<file path="config.mk">
export PLATFORM = sky130hd
export DESIGN_NAME = ahb3lite_burst_master
export DESIGN_NICKNAME = d
export VERILOG_FILES = /design/src/rtl/ahb3lite_burst_master.sv
export SDC_FILE = /design/constraint.sdc
export NUM_CORES = 1
export LEC_CHECK = 0
export ABC_AREA = 1
export BUFFER_PORTS_ARGS = -buffer_cell sky130_fd_sc_hd__buf_4
export CAP_MARGIN = 20
export CORE_UTILIZATION = 43
export CTS_BUF_LIST = sky130_fd_sc_hd__clkbuf_16
export CTS_CLUSTER_DIAMETER = 60
export DETAILED_ROUTE_END_ITERATION = 12
export GPL_TIMING_DRIVEN = 0
export PLACE_DENSITY = 0.68
export SLEW_MARGIN = 25
export SYNTH_ARGS = -nofsm -noshare
export SYNTH_HDL_FRONTEND = slang
export SYNTH_SLANG_ARGS = --single-unit
</file>
<file path="constraint.sdc">
create_clock -name HCLK -period 4.4 [get_ports HCLK]
set_input_delay 0.44 -clock HCLK [delete_from_list [all_inputs] [get_ports HCLK]]
set_output_delay 0.44 -clock HCLK [all_outputs]
set_load 0.01 [all_outputs]
</file>
<file path="src/rtl/ahb3lite_burst_master.sv">
// Command-driven AHB-Lite burst master. Takes one command at a time and issues
// SINGLE/INCR/INCRx/WRAPx transfers with pipelined address/data phases,
// honouring HREADY wait states and the two-cycle ERROR response.
module ahb3lite_burst_master #(
  parameter int unsigned ADDR_W    = 32,
  parameter int unsigned MAX_INCR  = 16,
  parameter logic [3:0]  HPROT_DEF = 4'b0001
) (
  input  logic              HCLK,
  input  logic              HRESETn,
  input  logic              cmd_valid,
  output logic              cmd_ready,
  input  logic              cmd_write,
  input  logic [ADDR_W-1:0] cmd_addr,
  input  logic [2:0]        cmd_size,
  input  logic [2:0]        cmd_burst,
  input  logic [3:0]        cmd_len,
  output logic              wr_ready,
  input  logic [31:0]       wr_data,
  output logic              rd_valid,
  output logic [31:0]       rd_data,
  output logic              done,
  output logic              err,
  output logic [ADDR_W-1:0] HADDR,
  output logic [1:0]        HTRANS,
  output logic              HWRITE,
  output logic [2:0]        HSIZE,
  output logic [2:0]        HBURST,
  output logic [3:0]        HPROT,
  output logic [31:0]       HWDATA,
  input  logic [31:0]       HRDATA,
  input  logic              HREADY,
  input  logic              HRESP
);

  localparam logic [1:0] TR_IDLE   = 2'b00;
  localparam logic [1:0] TR_NONSEQ = 2'b10;
  localparam logic [1:0] TR_SEQ    = 2'b11;
  localparam logic [2:0] BURST_INCR = 3'd1;

  // S_ADDR: first address phase only; S_BURST: address phase n + data phase n-1;
  // S_LAST: final data phase only; S_ERRC: second cycle of an ERROR response.
  typedef enum logic [2:0] {S_IDLE, S_ADDR, S_BURST, S_LAST, S_ERRC} state_t;

  state_t            state_q, state_d;
  logic [ADDR_W-1:0] haddr_q, haddr_d;
  logic [1:0]        htrans_q, htrans_d;
  logic              hwrite_q, hwrite_d;
  logic [2:0]        hsize_q, hsize_d;
  logic [2:0]        hburst_q, hburst_d;
  logic [31:0]       hwdata_q, hwdata_d;
  logic [4:0]        beats_q, beats_d;
  logic [4:0]        left_q, left_d;
  logic              rd_valid_q, rd_valid_d;
  logic [31:0]       rd_data_q, rd_data_d;
  logic              done_q, done_d;
  logic              err_q, err_d;

  logic [4:0]        cmd_beats;
  logic              cmd_bad;
  logic [ADDR_W-1:0] nxt_addr;

  function automatic logic [4:0] burst_beats(input logic [2:0] burst, input logic [3:0] len);
    logic [4:0] n;
    case (burst)
      3'd0: n = 5'd1;
      3'd1: begin
        n = {1'b0, len} + 5'd1;
        if (32'(n) > MAX_INCR) n = 5'(MAX_INCR);
      end
      3'd2, 3'd3: n = 5'd4;
      3'd4, 3'd5: n = 5'd8;
      default:    n = 5'd16;
    endcase
    return n;
  endfunction

  function automatic logic is_wrap(input logic [2:0] burst);
    return burst inside {3'd2, 3'd4, 3'd6};
  endfunction

  // Oversized, misaligned, or a fixed-length INCRx that would leave its 1KB page.
  function automatic logic cmd_illegal(input logic [ADDR_W-1:0] addr, input logic [2:0] size,
                                       input logic [2:0] burst, input logic [4:0] beats);
    logic [10:0] span_end;
    logic        misalign;
    span_end = {1'b0, addr[9:0]} + (11'(beats) << size);
    misalign = ((size == 3'd1) && addr[0]) || ((size == 3'd2) && (addr[1:0] != 2'b00));
    return (size > 3'd2) || misalign ||
           ((burst inside {3'd3, 3'd5, 3'd7}) && (span_end > 11'd1024));
  endfunction

  // Wrapping bursts stay inside a beats*(1<<size)-byte aligned block.
  function automatic logic [ADDR_W-1:0] next_addr(input logic [ADDR_W-1:0] addr,
                                                  input logic [2:0] size, input logic [2:0] burst,
                                                  input logic [4:0] beats);
    logic [ADDR_W-1:0] sum;
    logic [ADDR_W-1:0] mask;
    sum  = addr + (ADDR_W'(1) << size);
    mask = (ADDR_W'(beats) << size) - ADDR_W'(1);
    if (is_wrap(burst)) return (addr & ~mask) | (sum & mask);
    return sum;
  endfunction

  assign cmd_beats = burst_beats(cmd_burst, cmd_len);
  assign cmd_bad   = cmd_illegal(cmd_addr, cmd_size, cmd_burst, cmd_beats);
  assign nxt_addr  = next_addr(haddr_q, hsize_q, hburst_q, beats_q);

  assign cmd_ready = (state_q == S_IDLE);
  assign wr_ready  = ((state_q == S_ADDR) || (state_q == S_BURST)) && hwrite_q && HREADY;
  assign rd_valid  = rd_valid_q;
  assign rd_data   = rd_data_q;
  assign done      = done_q;
  assign err       = err_q;
  assign HADDR     = haddr_q;
  assign HTRANS    = htrans_q;
  assign HWRITE    = hwrite_q;
  assign HSIZE     = hsize_q;
  assign HBURST    = hburst_q;
  assign HPROT     = HPROT_DEF;
  assign HWDATA    = hwdata_q;

  // Next-state and registered-output logic; everything holds unless HREADY lets the pipe advance.
  always_comb begin
    state_d    = state_q;
    haddr_d    = haddr_q;
    htrans_d   = htrans_q;
    hwrite_d   = hwrite_q;
    hsize_d    = hsize_q;
    hburst_d   = hburst_q;
    hwdata_d   = hwdata_q;
    beats_d    = beats_q;
    left_d     = left_q;
    rd_valid_d = 1'b0;
    rd_data_d  = rd_data_q;
    done_d     = 1'b0;
    err_d      = 1'b0;
    case (state_q)
      S_IDLE: begin
        if (cmd_valid) begin
          if (cmd_bad) begin
            done_d = 1'b1;
            err_d  = 1'b1;
          end else begin
            haddr_d  = cmd_addr;
            htrans_d = TR_NONSEQ;
            hwrite_d = cmd_write;
            hsize_d  = cmd_size;
            hburst_d = cmd_burst;
            beats_d  = cmd_beats;
            left_d   = cmd_beats - 5'd1;
            state_d  = S_ADDR;
          end
        end
      end
      S_ADDR, S_BURST: begin
        if (HREADY) begin
          if ((state_q == S_BURST) && !hwrite_q && !HRESP) begin
            rd_valid_d = 1'b1;
            rd_data_d  = HRDATA;
          end
          if (hwrite_q) hwdata_d = wr_data;
          if (left_q == 5'd0) begin
            htrans_d = TR_IDLE;
            state_d  = S_LAST;
          end else begin
            haddr_d  = nxt_addr;
            // An undefined-length INCR restarts with NONSEQ on each 1KB page boundary.
            htrans_d = ((hburst_q == BURST_INCR) && (nxt_addr[9:0] == 10'd0)) ? TR_NONSEQ : TR_SEQ;
            left_d   = left_q - 5'd1;
            state_d  = S_BURST;
          end
        end else if ((state_q == S_BURST) && HRESP) begin
          htrans_d = TR_IDLE;
          state_d  = S_ERRC;
        end
      end
      S_LAST: begin
        if (HREADY) begin
          if (!hwrite_q && !HRESP) begin
            rd_valid_d = 1'b1;
            rd_data_d  = HRDATA;
          end
          done_d  = 1'b1;
          state_d = S_IDLE;
        end else if (HRESP) begin
          state_d = S_ERRC;
        end
      end
      S_ERRC: begin
        if (HREADY) begin
          done_d  = 1'b1;
          err_d   = 1'b1;
          state_d = S_IDLE;
        end
      end
      default: state_d = S_IDLE;
    endcase
  end

  // State and output registers; reset forces the bus idle immediately.
  always_ff @(posedge HCLK or negedge HRESETn) begin
    if (!HRESETn) begin
      state_q    <= S_IDLE;
      haddr_q    <= '0;
      htrans_q   <= TR_IDLE;
      hwrite_q   <= 1'b0;
      hsize_q    <= 3'd0;
      hburst_q   <= 3'd0;
      hwdata_q   <= 32'd0;
      beats_q    <= 5'd0;
      left_q     <= 5'd0;
      rd_valid_q <= 1'b0;
      rd_data_q  <= 32'd0;
      done_q     <= 1'b0;
      err_q      <= 1'b0;
    end else begin
      state_q    <= state_d;
      haddr_q    <= haddr_d;
      htrans_q   <= htrans_d;
      hwrite_q   <= hwrite_d;
      hsize_q    <= hsize_d;
      hburst_q   <= hburst_d;
      hwdata_q   <= hwdata_d;
      beats_q    <= beats_d;
      left_q     <= left_d;
      rd_valid_q <= rd_valid_d;
      rd_data_q  <= rd_data_d;
      done_q     <= done_d;
      err_q      <= err_d;
    end
  end

endmodule

</file>
==> results.py, run 1 <==
metrics = {
    "sta": {
        "period_minus_slack_ps": 3950,
        "finalSetupTns_ps": 0,
        "rsz0062_at_grt": "false",
        "worst_slew_pin_slew_ps": 766,
        "setup_viol": 0,
        "period_share_pct": 89.9,
        "slew_headroom_pct": 48.6,
        "hold_viol": 0,
        "skew_ps": 10.7,
        "slew_violations": 0,
        "fin_ws_ps": 446,
        "fmax_ghz": 0.253,
        "whs_ps": 208,
    },
    "worst_setup_path": {
        "crit_path_end_kind": "flop",
        "worstPathArrival_ps": 4250,
        "setup.worst_path.start_class": "input pin",
        "path_max_fanout": 10,
        "reg2reg_from": "HSIZE[2]",
        "r2r_cells": 14,
        "critPathLaunch": "cmd_burst[2]",
        "required_ps": 4700,
        "path_class": "in -> reg",
    },
    "synth": {
        "synth_edf_count": 0,
        "syn-cell-area_sq_um": 7950,
        "ys_seq_area_share_pct": 38.1,
        "async_reset_ff_share_pct": 100,
        "synth.top_cell.area_share_pct": 38.1,
        "yosys_warnings": 0,
        "synth_area_leaders": "dfrtp_1, nand2_1, nand3_1",
        "synth_area_per_cell_sq_um": 6.85,
        "synthFlopType": "dfrtp_1",
        "postSynthCellCount": 1160,
        "synth_top_area_cell": "dfrtp_1",
        "synth_seq_cells": 121,
        "synth_cell_types": 53,
    },
    "run": {
        "cap_violations": 0,
    },
    "die": {
        "ios": 226,
        "die_h_microns": 138,
        "die_area_sq_um": 19000,
        "core-area_sq_um": 18000,
        "fp-row-count": 49,
        "start_util_pct": 44.1,
        "die_w_microns": 138,
    },
    "layout": {
        "synthToLayoutAreaGrowth_pct": 32.7,
        "fill_cells": 1785,
        "multiInputGateArea_sq_um": 4390,
        "layout_commonest_cell": "nand2_1",
        "diodes": 0,
        "drive_above_1_share_pct": 22.3,
        "layout_common_cells": "nand2_1, buf_4, dfrtp_1, inv_1, nand3_1",
        "regArea_sq_um": 3030,
        "nets": 1540,
    },
    "global_route": {
        "grt_max_degree": 77,
        "grt_pass1_vias": 7755,
        "grt_usage_pct": 26.7,
        "antenna_found_initial": 0,
        "grt_pass1_wl_mm": 39.0,
        "grt_overflow_total": 0,
    },
    "clocking": {
        "cts.path.max_buffers": 2,
        "clk_latency_ps": 420,
        "root_buffer": "clkbuf_16",
        "clk_pin_slew_ps": 60,
        "numCtsBuffers": 17,
        "cts_setup_buffers": 0,
        "htreeDepth": 4,
        "clock_sinks": 121,
        "cts_tree": "yes",
    },
    "pwr": {
        "power_mw": 7.84,
        "irDropWorstVdd_mv": 0.356,
        "leakage_nw": 5.75,
        "p_per_area_nw_per_um2": 742,
    },
    "place": {
        "port_buffers": 221,
        "hpwl_mm": 19.2,
        "place_congestion": 0.927,
        "dp_slack_ps": 98.0,
    },
    "routing": {
        "drtPass1Iterations": 5,
        "vias": 8363,
        "drtIter0Drc": 547,
        "drc": 0,
        "drt-total-wl_mm": 24.8,
        "drtAntennaViolNets": 0,
        "routed_via_density": 5.08,
        "post_drt_wl_per_cell_microns": 15.0,
    },
    "outcome": {
        "status": "finished clean",
    },
    "min_path": {
        "min_path_type": "in -> reg",
        "whs_path_depth": 3,
        "worstHoldStart": "wr_data[21]",
    },
}
cell type report:
| type | count | share of cell area [%] |
|---|---|---|
| tap | 229 | 2.71 |
| inverter | 90 | 3.26 |
| multi-input combinational | 914 | 41.5 |
| clock inverter | 15 | 1.70 |
| buffer | 37 | 1.92 |
| timing repair buffer | 223 | 16.1 |
| sequential | 121 | 28.7 |
| clock buffer | 17 | 4.03 |
stage by stage:
stage          cell area (sq um)  util [%]  cells
2_1_floorplan               7960         -   1162
3_3_place_gp                9900      54.9   1612
3_5_place_dp                9940      55.1   1613
4_1_cts                    10600      58.6   1646
5_1_grt                    10600      58.6   1646
6_report                   10600      58.6   1646
critical path, cell delays in order:
cell,delay (ps)
buf_4,120
nor2_1,120
inv_1,70
nor2_1,230
nand2_1,90
o22ai_1,150
inv_1,120
nor2_1,160
nand2_1,100
nor2_1,180
ha_1,250
inv_1,70
fa_1,440
nand3b_1,190
nand3_1,90
xor2_1,60
nor2_1,150
nand3b_1,100
nor2_1,120
nand3_1,120
nand2_2,150
nand3_2,100
nand2_4,190
nand2_4,130
buf_6,210
nand2_1,70
o21ai_2,50
layer usage:
layer / wire, microns / GRT usage, % / vias to the layer above
met5: 0 / 0 / -
met4: 435 / 7.67 / 0
met3: 1850 / 6.40 / 34
met2: 11300 / 42.2 / 293
met1: 11200 / 36.1 / 3817
li1: - / - / 4219
kinds of logic after synthesis:
group | Yosys count | share of synthesized area [%]
simple gates | 752 | 40.0
buf+inv | 127 | 6.86
flops | 121 | 38.1
compound gates | 106 | 7.92
xor+xnor | 27 | 2.97
fa+ha+maj | 24 | 3.97
other cells | 2 | 0.0944
mux | 1 | 0.126
what timing repair did:
action / in CTS / in global routing
endpoints found under the setup margin: 0 / 3
endpoints found under the hold margin: 45 / 0
hold buffers: 1 / 0
gates resized for setup: 0 / 2
power by group:
part | internal, mW | switching [mW]
clock network | 0.858 | 0.603
logic | 1.69 | 2.59
registers | 1.62 | 0.472
worst paths after layout:
check / endpoint / slack, ps
max reg2reg: flop / 940
max: left_q[3] / 450
min in group asynchronous: HADDR[1] / 500
min reg2reg: HWDATA[13] / 480
max in group asynchronous: beats_q[1] / 3200
min: HWDATA[21] / 210
synth_stat cells, types with 3 or more instances:
master    instances
nand2_2           7
a21o_1            3
nand2_1         527
o21ai_2           9
inv_1            83
buf_2            11
xor2_1           15
nor3_1           10
o21ai_0          44
nand4_1          41
xnor2_1          12
nand3_1          71
inv_2             3
o21ai_1          10
ha_1             22
buf_6             3
nand3b_1          8
dfrtp_1         121
a21oi_1          21
buf_1             5
nor2_1           67
a21boi_0          3
clkbuf_1         11
buf_4             7
nor4_1            4
nand3_2           7
Note: power is estimated with default switching activity, not from simulation.
==> run 2: changes to the inputs <==
Settings changed: PLACE_DENSITY 0.68 to 0.76.
==> run 2 against run 1 <==
  * Cell count is the same
  * First-iteration DRC count increased by 12%
  * Sequential share of layout area down 0.078 points
  * Total power rose by 0.48%
  * Global-route usage fell by 0.38 points
  * Die area stayed put
==> results.py, run 2 (synthesis results as in run 1) <==
metrics = {
    "outcome": {
        "status": "finished clean",
    },
    "worst_setup_path": {
        "worstPathArrival_ps": 4200,
        "crit_path_end_kind": "flop",
        "path_class": "in -> reg",
        "r2r_cells": 16,
        "cp_top_family": "simple AND/OR/NAND/NOR gates",
        "critPathLaunch": "cmd_burst[2]",
        "path_max_fanout": 10,
        "cp_slowest_cell": "a21oi_1",
        "max_stage_delay_ps": 370,
        "crit_cells": 24,
        "setup.worst_path.start_class": "input pin",
        "critPathBufInv": 4,
        "required_ps": 4680,
        "reg2reg_from": "HSIZE[2]",
        "crit_chain": "buf_4, nor2_1, inv_1, nor2_1, nand4_1, nand2_1, inv_1, nand2_1, o21ai_0, o21ai_0, nand2_1, o21ai_0, ha_1, a21oi_1, o21ai_0, nand2_1, nand4_1, a21oi_1, nand3_1, nand2_2, nand4_2, clkbuf_1, nand2_1, o21ai_0",
    },
    "sta": {
        "fmax_ghz": 0.255,
        "period_share_pct": 89.1,
        "skew_ps": 10.9,
        "worst_slew_pin_slew_ps": 827,
        "slew_headroom_pct": 44.5,
        "period_minus_slack_ps": 3920,
        "setup_viol": 0,
        "whs_ps": 210,
        "finalSetupTns_ps": 0,
        "rsz0062_at_grt": "false",
        "hold_viol": 0,
        "slew_violations": 0,
    },
    "routing": {
        "drtPass1Iterations": 5,
        "vias": 8453,
        "routed_via_density": 5.14,
        "drt-total-wl_mm": 24.2,
        "drtAntennaViolNets": 0,
        "post_drt_wl_per_cell_microns": 14.7,
        "drtIter0Drc": 613,
        "drc": 0,
    },
    "global_route": {
        "grt_pass1_wl_mm": 38.9,
        "grt_usage_pct": 26.3,
        "grt_overflow_total": 0,
        "use_met2_pct": 42.6,
        "grt_max_degree": 69,
        "grt_pass1_vias": 7913,
        "gr-max-usage-layer": "met2",
        "use_met3_pct": 5.30,
        "antenna_found_initial": 0,
        "use_met1_pct": 34.7,
    },
    "die": {
        "die_area_sq_um": 19000,
        "fp-row-count": 49,
        "ios": 226,
        "start_util_pct": 44.1,
        "die_w_microns": 138,
        "die_h_microns": 138,
        "core-area_sq_um": 18000,
    },
    "place": {
        "port_buffers": 221,
        "hpwl_mm": 18.7,
        "place_congestion": 0.935,
        "place_area_sq_um": 9940,
    },
    "pwr": {
        "irDropWorstVdd_mv": 0.357,
        "p_per_area_nw_per_um2": 744,
        "leakage_nw": 5.77,
    },
    "clocking": {
        "clk_pin_slew_ps": 70,
        "numCtsBuffers": 17,
        "clock_sinks": 121,
        "htreeDepth": 4,
        "clk_latency_ps": 420,
        "root_buffer": "clkbuf_16",
        "cts_tree": "yes",
        "cts.path.max_buffers": 2,
    },
    "layout": {
        "multiInputGateArea_sq_um": 4390,
        "fill_cells": 1722,
        "nets": 1540,
        "diodes": 0,
        "layout_common_cells": "nand2_1, buf_4, dfrtp_1, inv_1, nand3_1",
        "final_area_sq_um": 10600,
        "drive_above_1_share_pct": 22.2,
        "layout_commonest_cell": "nand2_1",
        "fin_util_pct": 58.7,
        "synthToLayoutAreaGrowth_pct": 33.1,
        "regArea_sq_um": 3030,
    },
    "min_path": {
        "whs_path_depth": 3,
        "worstHoldStart": "HRDATA[25]",
        "min_path_type": "in -> reg",
    },
    "run": {
        "cap_violations": 0,
    },
}
## run 2: repair_timing
item,4_1_cts,5_1_grt
buffers inserted,0,0
hold buffers,1,0
gates resized for setup,0,0
hold endpoints to repair,53,0
## run 2: routing by layer
| metal | vias up | wire (microns) |
|---|---|---|
| met5 | - | 0 |
| met4 | 0 | 545 |
| met3 | 37 | 1700 |
| met2 | 317 | 11400 |
| met1 | 3883 | 10600 |
| li1 | 4216 | - |
## run 2: path summary, 6_finish.rpt
| kind | end | slack [ps] |
|---|---|---|
| worst max-delay path | beats_q[2] | 480 |
| worst min-delay path | rd_data[25] | 210 |
| worst max register to register | flop | 1080 |
| worst min register to register | rd_data[7] | 480 |
| max in group asynchronous | HSIZE[0] | 3190 |
| min in group asynchronous | HWDATA[24] | 520 |
## run 2: metrics by stage
step                      setup WS (ps)  instances  power [mW]
after floorplan                    1000       1162        4.73
after global placement              147       1612        6.24
after detailed placement            132       1613        6.32
after CTS                           563       1646        7.88
after global routing                102       1646        8.55
final                               481       1646        7.87
## run 2: where the power goes
group | total, mW | switching, mW | internal, mW | leakage [nW]
combinational | 4.27 | 2.58 | 1.69 | 3.93
clock | 1.52 | 0.600 | 0.917 | 0.308
sequential | 2.09 | 0.469 | 1.62 | 1.53
## run 2: final cells by class
type | instances | area share (%)
buffer | 37 | 1.90
clock buffer | 17 | 4.02
clock inverter | 15 | 1.97
inverter | 90 | 3.25
multi-input combinational | 914 | 41.4
sequential | 121 | 28.6
tap | 229 | 2.71
timing repair buffer | 223 | 16.1
## run 2: worst reg2reg max path, stage by stage (launching register included)
cell and delay [ps]:
dfrtp_1 440, buf_1 410, nor2_1 110, ha_1 360, nand3_1 90, nand2_1 110, a21boi_1 140, o21ai_0 520
nand2_1 280, inv_1 270, nand2_1 90, nand2_1 60, nand2_1 50, o211ai_1 80, nand2_1 70, nand4_1 80
nand2_1 50
==> run 3: changes to the inputs <==
Settings changed: ABC_AREA 1 to not set.
==> run 3 against run 2 <==
  * Clock skew is 1.6 ps lower
  * Critical path depth down 6
  * Critical endpoint is now beats_q[1]
  * Via count is 6.6% lower
  * Core utilization rose by 0.81 points
  * Largest power group unchanged
  * Highest routed layer unchanged
==> results.py, run 3 <==
metrics = {
    "outcome": {
        "status": "finished clean",
    },
    "die": {
        "die_h_microns": 138,
        "start_util_pct": 44.2,
        "die_area_sq_um": 19100,
        "core-area_sq_um": 18000,
        "die_w_microns": 138,
        "ios": 226,
        "fp-row-count": 49,
    },
    "pwr": {
        "clkPwrFrac_pct": 17.8,
        "switching_share_pct": 44.0,
        "p_seq_share_pct": 24.7,
        "leakage_nw": 5.02,
        "p_per_area_nw_per_um2": 790,
        "share_comb_of_total_power_pct": 57.4,
        "switchingPower_mw": 3.73,
        "power.internal_mw": 4.75,
        "irDropWorstVdd_mv": 0.432,
    },
    "sta": {
        "slew_headroom_pct": 57.9,
        "finalSetupTns_ps": 0,
        "fmax_ghz": 0.231,
        "whs_ps": 207,
        "slew_violations": 0,
        "setup_viol": 0,
        "period_minus_slack_ps": 4330,
        "rsz0062_at_grt": "true",
        "skew_ps": 9.30,
        "period_share_pct": 98.5,
        "worst_slew_pin_slew_ps": 624,
        "hold_viol": 0,
    },
    "synth": {
        "postSynthCellCount": 911,
        "synthFlopType": "dfrtp_1",
        "synth.most_common_cell": "nand2_1",
        "synth_area_per_cell_sq_um": 8.74,
        "synth_seq_cells": 121,
        "synth_top_area_cell": "dfrtp_1",
        "synth.top_cell.area_share_pct": 38.0,
        "synth_edf_count": 0,
        "ys_seq_area_share_pct": 38.0,
        "synth_cell_types": 79,
        "yosys_warnings": 0,
        "syn-cell-area_sq_um": 7960,
        "synth_common_cells": "nand2_1, dfrtp_1, nor2_1",
        "synth_area_leaders": "dfrtp_1, nand2_1, mux2_2",
        "async_reset_ff_share_pct": 100,
    },
    "global_route": {
        "grt_usage_pct": 26.1,
        "grt_overflow_total": 0,
        "grt_max_degree": 78,
        "antenna_found_initial": 0,
        "grt_pass1_vias": 8013,
        "grt_pass1_wl_mm": 40.1,
    },
    "worst_setup_path": {
        "worstPathArrival_ps": 4630,
        "critPathBufInv": 4,
        "crit_path_end_kind": "flop",
        "required_ps": 4700,
        "setup.worst_path.start_class": "input pin",
        "cp_top_family": "compound AO/OA/AOI/OAI gates",
        "path_class": "in -> reg",
        "cp_slowest_cell": "or3b_4",
        "crit_chain": "buf_4, ha_2, xor2_1, a21oi_2, nor2_4, mux2_2, o21ai_0, nor2_1, ha_1, or3b_4, a21o_1, a2111o_1, or4_4, buf_4, a21oi_4, buf_12, buf_12, mux2_2",
        "path_max_fanout": 10,
        "max_stage_delay_ps": 440,
    },
    "routing": {
        "drc": 0,
        "routed_via_density": 5.64,
        "drtIter0Drc": 618,
        "vias": 7893,
        "drtAntennaViolNets": 0,
        "drtPass1Iterations": 7,
        "drt-total-wl_mm": 24.6,
        "post_drt_wl_per_cell_microns": 17.6,
    },
    "layout": {
        "layout_common_cells": "buf_4, nand2_1, dfrtp_1, nor2_1, mux2_2",
        "drive_above_1_share_pct": 31.3,
        "fill_cells": 1608,
        "fin_util_pct": 59.5,
        "final_area_sq_um": 10700,
        "diodes": 0,
        "synthToLayoutAreaGrowth_pct": 34.8,
        "nets": 1293,
        "layout_commonest_cell": "buf_4",
        "instances_no_fill": 1399,
    },
    "clocking": {
        "clock_sinks": 121,
        "cts.path.max_buffers": 2,
        "numCtsBuffers": 17,
        "htreeDepth": 4,
        "root_buffer": "clkbuf_16",
        "clk_latency_ps": 420,
        "clk_pin_slew_ps": 60,
        "cts_tree": "yes",
    },
    "place": {
        "place_congestion": 0.934,
        "port_buffers": 220,
        "place_area_sq_um": 9940,
        "dp_cells": 1363,
        "hpwl_mm": 18.3,
    },
    "run": {
        "cap_violations": 0,
    },
    "min_path": {
        "min_path_type": "in -> reg",
    },
}
-- run 3: final cells by class --
| class | instances | area, sq um | share of cell area [%] |
|---|---|---|---|
| plain buffers | 59 | 324 | 3.02 |
| clock buffers | 17 | 425 | 3.97 |
| clock inverters | 15 | 204 | 1.90 |
| inverters | 29 | 109 | 1.01 |
| multi-input cells | 700 | 4590 | 42.8 |
| flip-flops and latches | 121 | 3030 | 28.2 |
| well taps | 229 | 287 | 2.67 |
| repair buffers | 229 | 1760 | 16.4 |
-- run 3: what timing repair did --
| item | in CTS | in global routing |
|---|---|---|
| setup buffers | 4 | 3 |
| hold buffers | 1 | 0 |
| gates resized for setup | 8 | 19 |
| pin swaps | 2 | 6 |
| endpoints found under the hold margin | 44 | 0 |
| endpoints found under the setup margin | 50 | 51 |
-- run 3: metal layers --
metal	GRT usage, %	vias to the layer above	share of wire (%)
met5	0	-	0
li1	-	3782	-
met1	32.2	3693	41
met4	10.5	0	2.9
met3	7.48	54	8.8
met2	42.7	364	47
-- run 3: worst register-to-register path: cells and delay by family, from the launching register on --
family | cells | cell delay, ps
flops | 1 | 410
fa+ha+maj | 2 | 690
simple gates | 4 | 1140
buf+inv | 4 | 710
compound gates | 5 | 950
-- run 3: final timing paths --
kind / start / to / slack (ps) / depth (start not counted)
max: cmd_len[0] / beats_q[1] / 70 / 18
min: HRDATA[7] / rd_data[7] / 210 / 3
max reg2reg: HSIZE[0] / flop / 430 / 15
min reg2reg: rd_data[7] / rd_data[7] / 470 / 2
max in group asynchronous: HRESETn / beats_q[4] / 3180 / 3
min in group asynchronous: HRESETn / HWDATA[20] / 520 / 2
-- run 3: per-stage QoR --
| stage | total power, mW | worst slack, ps |
|---|---|---|
| final | 8.48 | 65.6 |
| after global routing | 9.08 | -27.7 |
| after CTS | 8.44 | 11.5 |
| after detailed placement | 6.88 | -807 |
| after global placement | 6.79 | -818 |
| after floorplan | 5.12 | 84.7 |
-- run 3: logic make-up (layout without fill, tap and decap cells) --
kind of cell / count (synthesis) / after routing / share of synthesized area [%]
AOI/OAI and AO/OA: 234 / 234 / 21.2
other: 2 / 4 / 0.0943
xor gates and xnor gates: 15 / 15 / 1.65
adders and majority gates: 24 / 24 / 3.96
and+or+nand+nor: 361 / 361 / 21.1
DFF: 121 / 121 / 38.0
buffers and inverters: 92 / 349 / 5.34
muxes: 62 / 62 / 8.65
-- run 3: power by group through the flow --
stage               clock network (mW)  registers (mW)  logic, mW
finish                            1.51            2.10       4.87
global route                      1.59            2.17       5.32
CTS                               1.53            2.09       4.82
detailed placement                   0            2.10       4.78
global placement                     0            2.08       4.71
floorplan                            0            2.24       2.88
